## config.mk

```make
export PLATFORM = sky130hd
export DESIGN_NAME = fmv_frame_writer
export DESIGN_NICKNAME = d
export VERILOG_FILES = /design/src/rtl/fmv_pkg.sv /design/src/rtl/fmv_frame_writer_crc16.sv /design/src/rtl/fmv_frame_writer.sv
export SDC_FILE = /design/constraint.sdc
export NUM_CORES = 1
export LEC_CHECK = 0
export BUFFER_PORTS_ARGS = -buffer_cell sky130_fd_sc_hd__buf_2
export CORE_ASPECT_RATIO = 0.8
export CORE_MARGIN = 10
export CORE_UTILIZATION = 54
export CTS_CLUSTER_SIZE = 12
export DETAILED_ROUTE_END_ITERATION = 16
export PLACE_DENSITY = 0.8
export RECOVER_POWER = 25
export SLEW_MARGIN = 10
export SYNTH_ARGS = -nofsm -noshare
export SYNTH_HDL_FRONTEND = slang
export SYNTH_SLANG_ARGS = --single-unit
export TNS_END_PERCENT = 5
```

## constraint.sdc

```tcl
create_clock -name clk -period 2.9 [get_ports clk]
set_input_delay 0.435 -clock clk [delete_from_list [all_inputs] [get_ports clk]]
set_output_delay 0.435 -clock clk [all_outputs]
set_load 0.02 [all_outputs]
```

## src/rtl/fmv_pkg.sv

```systemverilog
// FMV frame-writer shared types and constants.
// Also used by map_fmv for frame sizing.
package fmv_pkg;

  typedef enum logic [2:0] {
    ST_WAIT_BUF,
    ST_GET_HI,
    ST_GET_LO,
    ST_WR,
    ST_TRAILER,
    ST_COMMIT,
    ST_DRAIN
  } fmv_state_e;

  localparam logic [15:0] CRC_POLY = 16'h1021;
  localparam logic [15:0] CRC_INIT = 16'hFFFF;

  localparam int FMV_WORD_BYTES = 2;
  localparam int FMV_CRC_BYTES  = 2;

  function automatic logic [15:0] crc16_step(
    input logic [15:0] crc,
    input logic [7:0]  b
  );
    logic [15:0] c;
    c = crc ^ {b, 8'h00};
    for (int i = 0; i < 8; i++) begin
      if (c[15]) c = (c << 1) ^ CRC_POLY;
      else       c = c << 1;
    end
    return c;
  endfunction

endpackage

```

## src/rtl/fmv_frame_writer_crc16.sv

```systemverilog
// Byte-wide CRC-16/CCITT accumulator.
// Only instantiated when FMV_CRC_EN is defined.
module fmv_crc16
  import fmv_pkg::*;
(
  input  logic        clk,
  input  logic        rst_n,
  input  logic        clr,
  input  logic        en,
  input  logic [7:0]  data,
  output logic [15:0] crc
);

  // Running CRC: restart per frame, fold in each accepted byte
  always_ff @(posedge clk or negedge rst_n) begin
    if (!rst_n)   crc <= CRC_INIT;
    else if (clr) crc <= CRC_INIT;
    else if (en)  crc <= crc16_step(crc, data);
  end

endmodule

```

## src/rtl/fmv_frame_writer.sv

```systemverilog
// FMV producer: byte stream -> 68k words -> ping-pong frames.
// Optional CRC trailer check enabled by FMV_CRC_EN.
module fmv_frame_writer
  import fmv_pkg::*;
#(
  parameter int                ADDR_W      = 23,
  parameter int                FRAME_WORDS = 16384,
  parameter logic [ADDR_W-1:0] BASE0       = 'h000000,
  parameter logic [ADDR_W-1:0] BASE1       = 'h004000
) (
  input  logic              clk,
  input  logic              rst_n,
  input  logic [7:0]        s_data,
  input  logic              s_valid,
  input  logic              s_last,
  output logic              s_ready,
  output logic [ADDR_W-1:0] mem_addr,
  output logic [15:0]       mem_data,
  output logic              mem_req,
  input  logic              mem_ack,
  output logic [1:0]        buf_full,
  input  logic [1:0]        buf_release,
  output logic              wr_buf,
  output logic [15:0]       frame_cnt,
  output logic              err_len,
  output logic              err_crc
);

  localparam int IW = $clog2(FRAME_WORDS) + 1;
  localparam logic [IW-1:0] LAST_IDX = IW'(FRAME_WORDS - 1);

  fmv_state_e  state, state_nxt;
  logic [IW-1:0] idx;
  logic [7:0]  hi;
  logic        last_word;
  logic        hi_ld, wr_go, wr_done;
  logic        idx_clr, commit, len_err;
  logic [1:0]  buf_full_nxt;

`ifdef FMV_CRC_EN
  logic [15:0] crc;
  logic        trl_hi;
  logic        crc_clr, crc_en;
  logic        crc_err, trl_ld;

  fmv_crc16 u_crc (
    .clk   (clk),
    .rst_n (rst_n),
    .clr   (crc_clr),
    .en    (crc_en),
    .data  (s_data),
    .crc   (crc)
  );
`endif

  assign last_word = (idx == LAST_IDX);

  // State register
  always_ff @(posedge clk or negedge rst_n) begin
    if (!rst_n) state <= ST_WAIT_BUF;
    else        state <= state_nxt;
  end

  // Next state, handshake and datapath strobes
  always_comb begin
    state_nxt = state;
    s_ready   = 1'b0;
    hi_ld     = 1'b0;
    wr_go     = 1'b0;
    wr_done   = 1'b0;
    idx_clr   = 1'b0;
    commit    = 1'b0;
    len_err   = 1'b0;
`ifdef FMV_CRC_EN
    crc_clr   = 1'b0;
    crc_en    = 1'b0;
    crc_err   = 1'b0;
    trl_ld    = 1'b0;
`endif
    unique case (state)
      ST_WAIT_BUF: begin
        if (!buf_full[wr_buf]) begin
          idx_clr   = 1'b1;
`ifdef FMV_CRC_EN
          crc_clr   = 1'b1;
`endif
          state_nxt = ST_GET_HI;
        end
      end
      ST_GET_HI: begin
        s_ready = 1'b1;
        if (s_valid) begin
`ifdef FMV_CRC_EN
          crc_en = 1'b1;
`endif
          if (s_last) begin
            len_err   = 1'b1;
            state_nxt = ST_WAIT_BUF;
          end else begin
            hi_ld     = 1'b1;
            state_nxt = ST_GET_LO;
          end
        end
      end
      ST_GET_LO: begin
        s_ready = 1'b1;
        if (s_valid) begin
`ifdef FMV_CRC_EN
          crc_en = 1'b1;
          if (s_last) begin
            len_err   = 1'b1;
            state_nxt = ST_WAIT_BUF;
          end else begin
            wr_go     = 1'b1;
            state_nxt = ST_WR;
          end
`else
          if (last_word && !s_last) begin
            len_err   = 1'b1;
            state_nxt = ST_DRAIN;
          end else if (!last_word && s_last) begin
            len_err   = 1'b1;
            state_nxt = ST_WAIT_BUF;
          end else begin
            wr_go     = 1'b1;
            state_nxt = ST_WR;
          end
`endif
        end
      end
      ST_WR: begin
        if (mem_ack) begin
          wr_done = 1'b1;
          if (last_word) begin
`ifdef FMV_CRC_EN
            state_nxt = ST_TRAILER;
`else
            state_nxt = ST_COMMIT;
`endif
          end else begin
            state_nxt = ST_GET_HI;
          end
        end
      end
`ifdef FMV_CRC_EN
      ST_TRAILER: begin
        s_ready = 1'b1;
        if (s_valid) begin
          if (!trl_hi) begin
            if (s_last) begin
              len_err   = 1'b1;
              state_nxt = ST_WAIT_BUF;
            end else begin
              trl_ld    = 1'b1;
            end
          end else if (!s_last) begin
            len_err   = 1'b1;
            state_nxt = ST_DRAIN;
          end else if ({hi, s_data} == crc) begin
            state_nxt = ST_COMMIT;
          end else begin
            crc_err   = 1'b1;
            state_nxt = ST_WAIT_BUF;
          end
        end
      end
`endif
      ST_COMMIT: begin
        commit    = 1'b1;
        state_nxt = ST_WAIT_BUF;
      end
      ST_DRAIN: begin
        s_ready = 1'b1;
        if (s_valid && s_last) state_nxt = ST_WAIT_BUF;
      end
      default: state_nxt = ST_WAIT_BUF;
    endcase
  end

  // Word index and high-byte holding register
  always_ff @(posedge clk or negedge rst_n) begin
    if (!rst_n) begin
      idx <= '0;
      hi  <= '0;
    end else begin
      if (idx_clr)      idx <= '0;
      else if (wr_done) idx <= idx + IW'(1);
`ifdef FMV_CRC_EN
      if (hi_ld || trl_ld) hi <= s_data;
`else
      if (hi_ld) hi <= s_data;
`endif
    end
  end

  // Memory write port: request held stable until ack
  always_ff @(posedge clk or negedge rst_n) begin
    if (!rst_n) begin
      mem_req  <= 1'b0;
      mem_addr <= '0;
      mem_data <= '0;
    end else if (wr_go) begin
      mem_req  <= 1'b1;
      mem_addr <= (wr_buf ? BASE1 : BASE0) + ADDR_W'(idx);
      mem_data <= {hi, s_data};
    end else if (wr_done) begin
      mem_req  <= 1'b0;
    end
  end

  // Release clears a flag; a same-cycle commit to that buffer wins
  always_comb begin
    buf_full_nxt = buf_full & ~buf_release;
    if (commit) buf_full_nxt[wr_buf] = 1'b1;
  end

  // Buffer ownership, frame counter, length error pulse
  always_ff @(posedge clk or negedge rst_n) begin
    if (!rst_n) begin
      buf_full  <= '0;
      wr_buf    <= 1'b0;
      frame_cnt <= '0;
      err_len   <= 1'b0;
    end else begin
      buf_full <= buf_full_nxt;
      err_len  <= len_err;
      if (commit) begin
        wr_buf    <= ~wr_buf;
        frame_cnt <= frame_cnt + 16'd1;
      end
    end
  end

`ifdef FMV_CRC_EN
  // Trailer byte phase and CRC error pulse
  always_ff @(posedge clk or negedge rst_n) begin
    if (!rst_n) begin
      trl_hi  <= 1'b0;
      err_crc <= 1'b0;
    end else begin
      err_crc <= crc_err;
      if (idx_clr)     trl_hi <= 1'b0;
      else if (trl_ld) trl_hi <= 1'b1;
    end
  end
`else
  assign err_crc = 1'b0;
`endif

endmodule
```

## Word level (Yosys, flattened, before mapping)

Index checks and enable logic that the tools add are counted.
W data, S select, Z words.

- Muxes and demuxes: 39
- $lt $le $gt $ge: 2
- Add/subtract/negate cells: 3
- Shift-type cells: 0
- Div/mod/pow operators: 0
- Equality and inequality tests: 11
- Multiply operators: 0
- Reductions and logical operators: 11
- Bitwise gates (word level): 4

Operators by type and width:

| cell | number |
|---|---|
| $mux W15 | 3 |
| $mux W1 | 23 |
| $mux W3 | 7 |
| $add A15 B15 Y16 | 1 |
| $add A16 B1 Y16 const B | 1 |
| $add A15 B1 Y15 const B | 1 |
| $eq A15 B14 Y1 const B | 1 |
| $pmux W3 S5 | 1 |
| $ne A2 B2 Y1 const B | 5 |
| $eq A3 B2 Y1 const B | 2 |
| $eq A3 B3 Y1 const B | 2 |
| $mux W2 | 3 |
| $reduce_and A5 Y1 | 1 |
| $logic_and A1 B1 Y1 | 4 |
| $reduce_bool A2 Y1 | 2 |
| $eq A3 B1 Y1 const B | 1 |
| $logic_not A3 Y1 | 1 |
| $reduce_or A3 Y1 | 1 |
| $and A2 B2 Y2 | 1 |
| $logic_not A1 Y1 | 2 |
| $lt A1 B2 Y1 const B | 1 |
| $not A2 Y2 | 1 |
| $or A2 B2 Y2 | 1 |
| $pmux W1 S2 | 1 |
| 3 further kinds | 3 |

- Input port bits: 15
- RAM bits: 0
- Latch bits: 0
- Register bits: 86
- Memories: 0
- Memory bits (read-only): 0

## Longest topological paths before layout

Gate-level depths: netlist (run 1).

- Depth after elaboration: 8
- Mapped depth: 10

## Worst setup path before layout (run 1)

Ideal clock, no wire load.

- Kind: register to register
- Start point: reg idx[0]
- End point: reg mem_addr[0]
- Setup slack: 830 ps
- Stages on the path, launching flop included: 10
- Clock period less this slack: 2070 ps
- Arrival time: 1945 ps
- Required time: 2775 ps
- Cells stage by stage: dfrtp_1 ha_1 nand2_1 nor4_1 nand2b_1 inv_1 ha_1 nand2_1 buf_2 mux2_2

- Longest elaborated chain between the ends: 7
- Elaborated cells on any way between the ends: 9
- Classes of those cells: add/sub: 1; eq/ne: 1; mux: 4; reduce/logical: 3

RTL lines:

| what | RTL line | text |
|---|---|---|
| start: declaration | fmv_frame_writer.sv:33 | `logic [IW-1:0] idx;` |
| start signal: assignment | fmv_frame_writer.sv:187 | `else if (wr_done) idx <= idx + IW'(1);` |
| $eq A15 B14 Y1 | fmv_frame_writer.sv:56 | `assign last_word = (idx == LAST_IDX);` |
| $logic_not A1 Y1 | fmv_frame_writer.sv:121 | `end else if (!last_word && s_last) begin` |
| $logic_and A1 B1 Y1 | fmv_frame_writer.sv:121 |  |
| $mux W1 | fmv_frame_writer.sv:121 |  |
| $mux W1 | fmv_frame_writer.sv:118 | `if (last_word && !s_last) begin` |
| $mux W1 | fmv_frame_writer.sv:107 | `if (s_valid) begin` |
| $mux W1 | fmv_frame_writer.sv:80 | `unique case (state)` |
| end signal: assignment | fmv_frame_writer.sv:204 | `mem_addr <= (wr_buf ? BASE1 : BASE0) + ADDR_W'(idx);` |
| end: declaration | fmv_frame_writer.sv:17 | `output logic [ADDR_W-1:0] mem_addr,` |

Several ways; a longest one is shown, not always the timed one.
A chain may end at the register's enable or synchronous reset.

## Worst setup path in the final report (run 1)

- Start point: reg idx[0]
- End point: reg mem_data[11]

- Longest elaborated chain between the ends: 7
- Elaborated cells on any way between the ends: 8
- Classes of those cells: eq/ne: 1; mux: 4; reduce/logical: 3

RTL lines:

| what | RTL line | text |
|---|---|---|
| $eq A15 B14 Y1 * | fmv_frame_writer.sv:56 |  |
| $logic_not A1 Y1 | fmv_frame_writer.sv:121 |  |
| $logic_and A1 B1 Y1 | fmv_frame_writer.sv:121 |  |
| $mux W1 | fmv_frame_writer.sv:121 |  |
| $mux W1 * | fmv_frame_writer.sv:118 |  |
| $mux W1 * | fmv_frame_writer.sv:107 |  |
| $mux W1 * | fmv_frame_writer.sv:80 |  |
| end signal: assignment | fmv_frame_writer.sv:205 | `mem_data <= {hi, s_data};` |
| end: declaration | fmv_frame_writer.sv:18 | `output logic [15:0] mem_data,` |

Mark *: on every way between the ends. The rest lies on a longest branch, timed or not.

==> impl_metrics.ini, run 1 <==
[floorplanning]
fp.dieH_um = 91.8
rows = 26
core-area_um2 = 6310
die_w_um = 110
start_util_pct = 55.2
pin_count = 77
die_area_um2 = 10100

[clock_network]
cts_hold_buf = 0
clockRootBuffer = clkbuf_8
cts.sinks = 79
clk_latency_ns = 0.35
clk_pin_slew_worst_paths_ns = 0.07
tritoncts = yes
cts_made_buffers = 9
post_cts_buffers = 0
cts_resized = 0
h-tree-depth = 3
clockBufferDepth = 2

[worst_setup_path]
cp-start-kind = flip-flop
crit_slowest_cell = dfrtp_1
cp-end-kind = flip-flop
path_max_fanout = 33
path_delay_family = simple AND/OR/NAND/NOR gates
cpPeakStageDelay_ns = 0.41
required_ns = 3.13
cp_num_buf_inv = 2
critPathKind = flip-flop to flip-flop
reg2reg_from = idx[0]$_DFFE_PN0P_
arrival_ns = 2.59
startpoint = idx[0]$_DFFE_PN0P_
path_cells = ha_1, nand2_1, nor4_1, nand2b_1, inv_1, ha_1, nand2_1, buf_4, mux2_2

[drt]
dr.first_iter.drc_count = 63
first_pass_iters = 4
ant_nets = 0
viasPerCell = 5.30
vias = 2389
wl_um = 7040
drc = 0
wire_per_inst_um = 15.6

[synthesis]
synth_compound_area_share_pct = 4.06
ys_seq_elements = 79
synthMuxAreaShare_pct = 13.8
async_reset_ff_share_pct = 100
ys.flop_type = dfrtp_1
synth_top_area_share_pct = 56.8
ys.warnings.count = 0
syn_area_um2 = 3480
synth_xor_area_share_pct = 5.54
yosysTopAreaCell = dfrtp_1
ys_seq_area_share_pct = 56.8
avgSynthCellArea_um2 = 12.0
synth.distinct_cells = 41
synth-edff-count = 0
synthCells = 289
synth_adder_area_share_pct = 1.80
netlist_top_cells_area = dfrtp_1 57%, mux2_2 13%, xnor2_1 4.0%, nand2_1 2.7%, nor2_1 1.9%
synth_simple_gate_area_share_pct = 14.1
synth_top_family_by_area = simple AND/OR/NAND/NOR gates

[run]
max_cap_violations = 1

[status]
outcome = finished, violations left
violations = max-capacitance violations, max-slew violations

[sta]
tightest_slew_ns = 1.87
period_share_pct = 81.3
skew_ns = 0.00701
maxSlewViolCount = 80
rsz0062_at_grt = no
timing_hold_violations_final = 0
setup_viol = 0
post-route-min-period_ns = 2.36
setup_tns_ns = 0
maxSlewHeadroom_pct = -24.7
fmax_mhz = 424

[power_and_ir_drop]
leakage_nw = 2.05
powerDensity_nw_per_um2 = 716
vdd_drop_max_v = 0.000515

[finish]
syn_to_final_growth_pct = 16.1
num-nets-final = 382
fin_util_pct = 64.1
n_antenna_cell = 0
final_layout_size_suffix_gt1_share_pct = 35.4

[placement]
gp_congestion = 0.786
io_buffers = 68
dp_hpwl_um = 5170

[worst_hold_path]
hp-start = buf_release[0]
hold_class = primary input to flip-flop

[global_route]
gr-total-overflow = 0
grt_max_degree = 80
grt_pass1_wl_um = 11800
antenna_found_initial = 0
grt_pass1_vias = 2436
grt_usage_pct = 14.8
-- registers in the layout, summed over array words and instances (netlist names), 2 cells and up --
register,cells
idx,15
mem_data,16
hi,8
mem_addr,16
state,3
buf_full,2
frame_cnt,16
-- Yosys cell counts (2+ instances only) --
library cell / count
or4_4: 2
nand2_1: 25
xor2_1: 6
nand4_1: 7
clkbuf_1: 2
nand2b_1: 4
mux2i_1: 3
xnor2_1: 16
nor3_1: 3
nand4b_1: 2
dfrtp_1: 79
buf_2: 3
inv_1: 8
o21ai_0: 9
a21oi_1: 10
mux2_2: 40
or3_1: 5
nand3_1: 7
nor4_1: 3
ha_1: 5
buf_4: 8
nor2_1: 18
o22ai_1: 2
nor2b_1: 2
and3_1: 2
or4_1: 3
-- metrics by stage --
| step | instances | worst slack (ns) | hold slack [ns] | area (um^2) | power, mW |
|---|---|---|---|---|---|
| 2_1_floorplan | 296 | 0.830 | 0.139 | 3510 | 1.94 |
| 3_3_place_gp | 435 | 0.641 | 0.455 | 3870 | 2.17 |
| 3_5_place_dp | 435 | 0.549 | 0.461 | 3870 | 2.20 |
| 4_1_cts | 451 | 0.547 | 0.256 | 4050 | 2.94 |
| 5_1_grt | 451 | 0.248 | 0.252 | 4040 | 3.08 |
| 6_report | 451 | 0.541 | 0.270 | 4040 | 2.89 |
-- per-layer routing --
metal / wire (um) / GRT usage [%]
met3: 700 / 6.71
met2: 3230 / 22.3
met5: 0 / 0
met1: 3040 / 18.6
met4: 63 / 4.55
-- power by group --
group / switching (mW) / internal (mW) / leakage [nW] / total [mW]
clock: 0.375 / 0.356 / 0.0894 / 0.730
combinational: 0.434 / 0.304 / 0.901 / 0.738
sequential: 0.120 / 1.31 / 1.06 / 1.42
-- final timing paths --
kind / endpoint / slack, ns / cells after the start
max in group asynchronous: idx[0]$_DFFE_PN0P_ / 1.20 / 1
setup / recovery: mem_data[11]$_DFFE_PN0P_ / 0.54 / 9
hold reg to reg: frame_cnt[15]$_DFFE_PN0N_ / 0.47 / 1
min in group asynchronous: frame_cnt[7]$_DFFE_PN0N_ / 0.59 / 1
hold / removal: buf_full[0]$_DFF_PN0_ / 0.27 / 2
setup reg to reg: mem_data[11]$_DFFE_PN0P_ / 0.54 / 9
-- placed cells by master (no fill, tap or decap), drive strengths merged, types with 2 or more instances in the layout --
cell,netlist,routed
nor4,3,3
ha,5,5
conb,1,8
mux2i,3,3
nand2,25,25
clkbuf,3,14
nor3,3,3
xor2,6,6
o22ai,2,2
or4,5,5
a21oi,10,10
nand3,7,7
nor2b,2,2
clkinv,0,2
o21ai,9,9
xnor2,16,16
nand2b,4,4
inv,8,8
mux2,40,40
or3,5,5
dfrtp,79,79
buf,12,69
nor2,18,18
nand4,8,8
and3,2,2
nand4b,2,2
-- kinds of logic after synthesis --
| family | after synthesis |
|---|---|
| AND/OR/NAND/NOR | 91 |
| flip-flops | 79 |
| multiplexers | 43 |
| AO/OA/AOI/OAI | 25 |
| buffers and inverters | 23 |
| XOR/XNOR | 22 |
| adder cells (fa/ha/maj) | 5 |
| other | 1 |
-- final cells by class --
class	instances	area (um^2)
Clock buffer	13	159
Clock inverter	3	17.5
Fill cell	532	2270
Inverter	8	30.0
Multi-Input combinational cell	194	1400
Sequential cell	79	1980
Tap cell	84	105
Timing Repair Buffer	70	355
Power figures use the tool's default switching activity.
==> inputs of run 2 (changes only) <==
- CORE_UTILIZATION: 54 -> 49
- PLACE_DENSITY: 0.8 -> 0.76
- clock period: 2.9 -> 2 ns (I/O delays scaled with it)
==> run 2 against run 1 <==
  * The run now ends clean
  * Sequential power grew 45%
  * Fmax grew 20%
  * Clock power grew 78%
  * Combinational power grew 72%
  * Worst setup slack lost 0.51 ns
  * Worst hold slack lost 0.14 ns
  * Count of clock-buffer cells in the layout shrank 3
  * Global-route usage shrank 0.35 points
  * Die area grew 8.1%
  * Power grew 60%
  * Critical path type unchanged
  * Highest routed layer unchanged
==> impl_metrics.ini, run 2 (synthesis gave the netlist of run 1 again) <==
[sta]
skew_ns = 0.0140
fmax_mhz = 508
maxSlewHeadroom_pct = 48.7
tightest_slew_ns = 0.770
maxSlewViolCount = 0
post-route-min-period_ns = 1.97
rsz0062_at_grt = yes
setup_tns_ns = 0
period_share_pct = 98.5
timing_hold_violations_final = 0
setup_viol = 0

[worst_setup_path]
reg2reg_from = idx[0]$_DFFE_PN0P_
r2r_cells = 9
r2r_slack_ns = 0.03
arrival_ns = 2.22
path_max_fanout = 6
cp-start-kind = flip-flop
endpoint = mem_addr[1]$_DFFE_PN0P_
rr_endpoint = mem_addr[1]$_DFFE_PN0P_
startpoint = idx[0]$_DFFE_PN0P_
required_ns = 2.25
critPathKind = flip-flop to flip-flop
cp-end-kind = flip-flop

[global_route]
gr-total-overflow = 0
grt_max_degree = 50
grt_usage_pct = 14.4
grt_pass1_vias = 2629
grt_pass1_wl_um = 12600
antenna_found_initial = 0

[floorplanning]
die_w_um = 114
fp.dieH_um = 95.4
pin_count = 77
rows = 27
start_util_pct = 50.5
die_area_um2 = 10900
core-area_um2 = 6890

[finish]
syn_to_final_growth_pct = 30.2
fillers = 552
final-seq-area_um2 = 1980
most-common-layout-cells = 78 x dfrtp_1, 67 x buf_2, 28 x mux2_2
multi_input_area_um2 = 1530
top_regs = frame_cnt: 16 flops, mem_addr: 16 flops, mem_data: 16 flops
finalNonFillerCells = 483
fin_area_um2 = 4530
n_antenna_cell = 0
layout_commonest_cell = dfrtp_1
num-nets-final = 411
final_layout_size_suffix_gt1_share_pct = 42.7

[drt]
drc = 0
vias = 2517
first_pass_iters = 4
dr.first_iter.drc_count = 175
route.met2.wl_um = 3700
ant_nets = 0
wl_met3_um = 543
routed.top_layer = met4
met1_length_um = 3500
viasPerCell = 5.21
wl_um = 7830
wire_per_inst_um = 16.2

[clock_network]
clk_pin_slew_worst_paths_ns = 0.09
h-tree-depth = 3
clk_latency_ns = 0.36
cts_made_buffers = 9
clockBufferDepth = 2
cts.sinks = 79
tritoncts = yes
clockRootBuffer = clkbuf_8

[power_and_ir_drop]
vdd_drop_max_v = 0.000951
leakage_nw = 2.33
powerDensity_nw_per_um2 = 1020

[placement]
dp_hpwl_um = 5510
place_inst = 460
gp_congestion = 0.816
placedInstanceArea_um2 = 4070
io_buffers = 68

[run]
max_cap_violations = 0

[worst_hold_path]
hold_class = primary input to flip-flop

[status]
outcome = completed
-- run 2: changes by cell type in the layout (fill, tap and decap cells not counted), moves of 2 or more --
| cell | delta |
|---|---|
| buf_4 | +21 |
| mux2_2 | -12 |
| mux2_4 | +12 |
| clkbuf_16 | +3 |
| buf_12 | +2 |
| bufinv_16 | +2 |
| clkbuf_8 | -2 |
| clkinv_2 | -2 |
| ha_1 | -2 |
| ha_4 | +2 |
| inv_6 | +2 |
| nand2_1 | -2 |
-- run 2: area by class of cell --
class                   instances  area share (%)
repair buffers                 99            14.7
well taps                      87            2.40
inverters                       8           0.662
clock buffers                  10            2.82
flip-flops and latches         79            43.6
clock inverters                 6            2.04
multi-input cells             194            33.8
-- run 2: where the power goes --
part           internal, mW  switching (mW)
clock network         0.711           0.592
logic                 0.578           0.694
registers              1.89           0.170
total                  3.18            1.46
-- run 2: what timing repair did --
action / 4_1_cts / 5_1_grt
resized for setup: 2 / 27
setup buffers: 0 / 2
cloned: 0 / 4
hold buffers: 1 / 0
endpoints found under the hold margin: 30 / 0
pin swaps: 0 / 3
setup endpoints to repair: 23 / 34
-- run 2: critical path, cell delays in order (launching register included) --
cell and delay [ns]:
dfrtp_1 0.40, ha_4 0.16, nand2_4 0.05, nor4_4 0.26, nand2b_4 0.08, inv_2 0.06
ha_4 0.21, nand2_8 0.13, clkbuf_16 0.17, mux2_2 0.33
-- run 2: layer usage --
metal / vias to the layer above / GRT usage, %
li1: 1200 / -
met1: 1253 / 17.5
met2: 56 / 23.0
met3: 8 / 6.15
met4: 0 / 4.38
met5: - / 0
-- run 2: worst min-delay path by stage --
| stage | start | end | slack, ns | cells past startpoint |
|---|---|---|---|---|
| 6_report | buf_release[1] | buf_full[1]$_DFF_PN0_ | 0.13 | 2 |
| 5_1_grt | buf_release[1] | buf_full[1]$_DFF_PN0_ | 0.13 | 2 |
| 4_1_cts | buf_release[1] | buf_full[1]$_DFF_PN0_ | 0.12 | 2 |
| 3_5_place_dp | rst_n | frame_cnt[14]$_DFFE_PN0N_ | 0.26 | 1 |
| 3_3_place_gp | rst_n | frame_cnt[15]$_DFFE_PN0N_ | 0.25 | 1 |
| 2_1_floorplan | rst_n | buf_full[0]$_DFF_PN0_ | 0.004 | 0 |
-- run 2: through the flow --
stage	util [%]	setup WS [ns]	hold slack (ns)	power, mW
after floorplan	-	0.0183	0.00441	2.82
after global placement	59.0	0.0268	0.251	3.22
after detailed placement	59.0	-0.00947	0.255	3.27
after CTS	62.5	0.00699	0.124	4.58
after global routing	65.8	-0.0373	0.130	4.92
final	65.8	0.0297	0.134	4.64
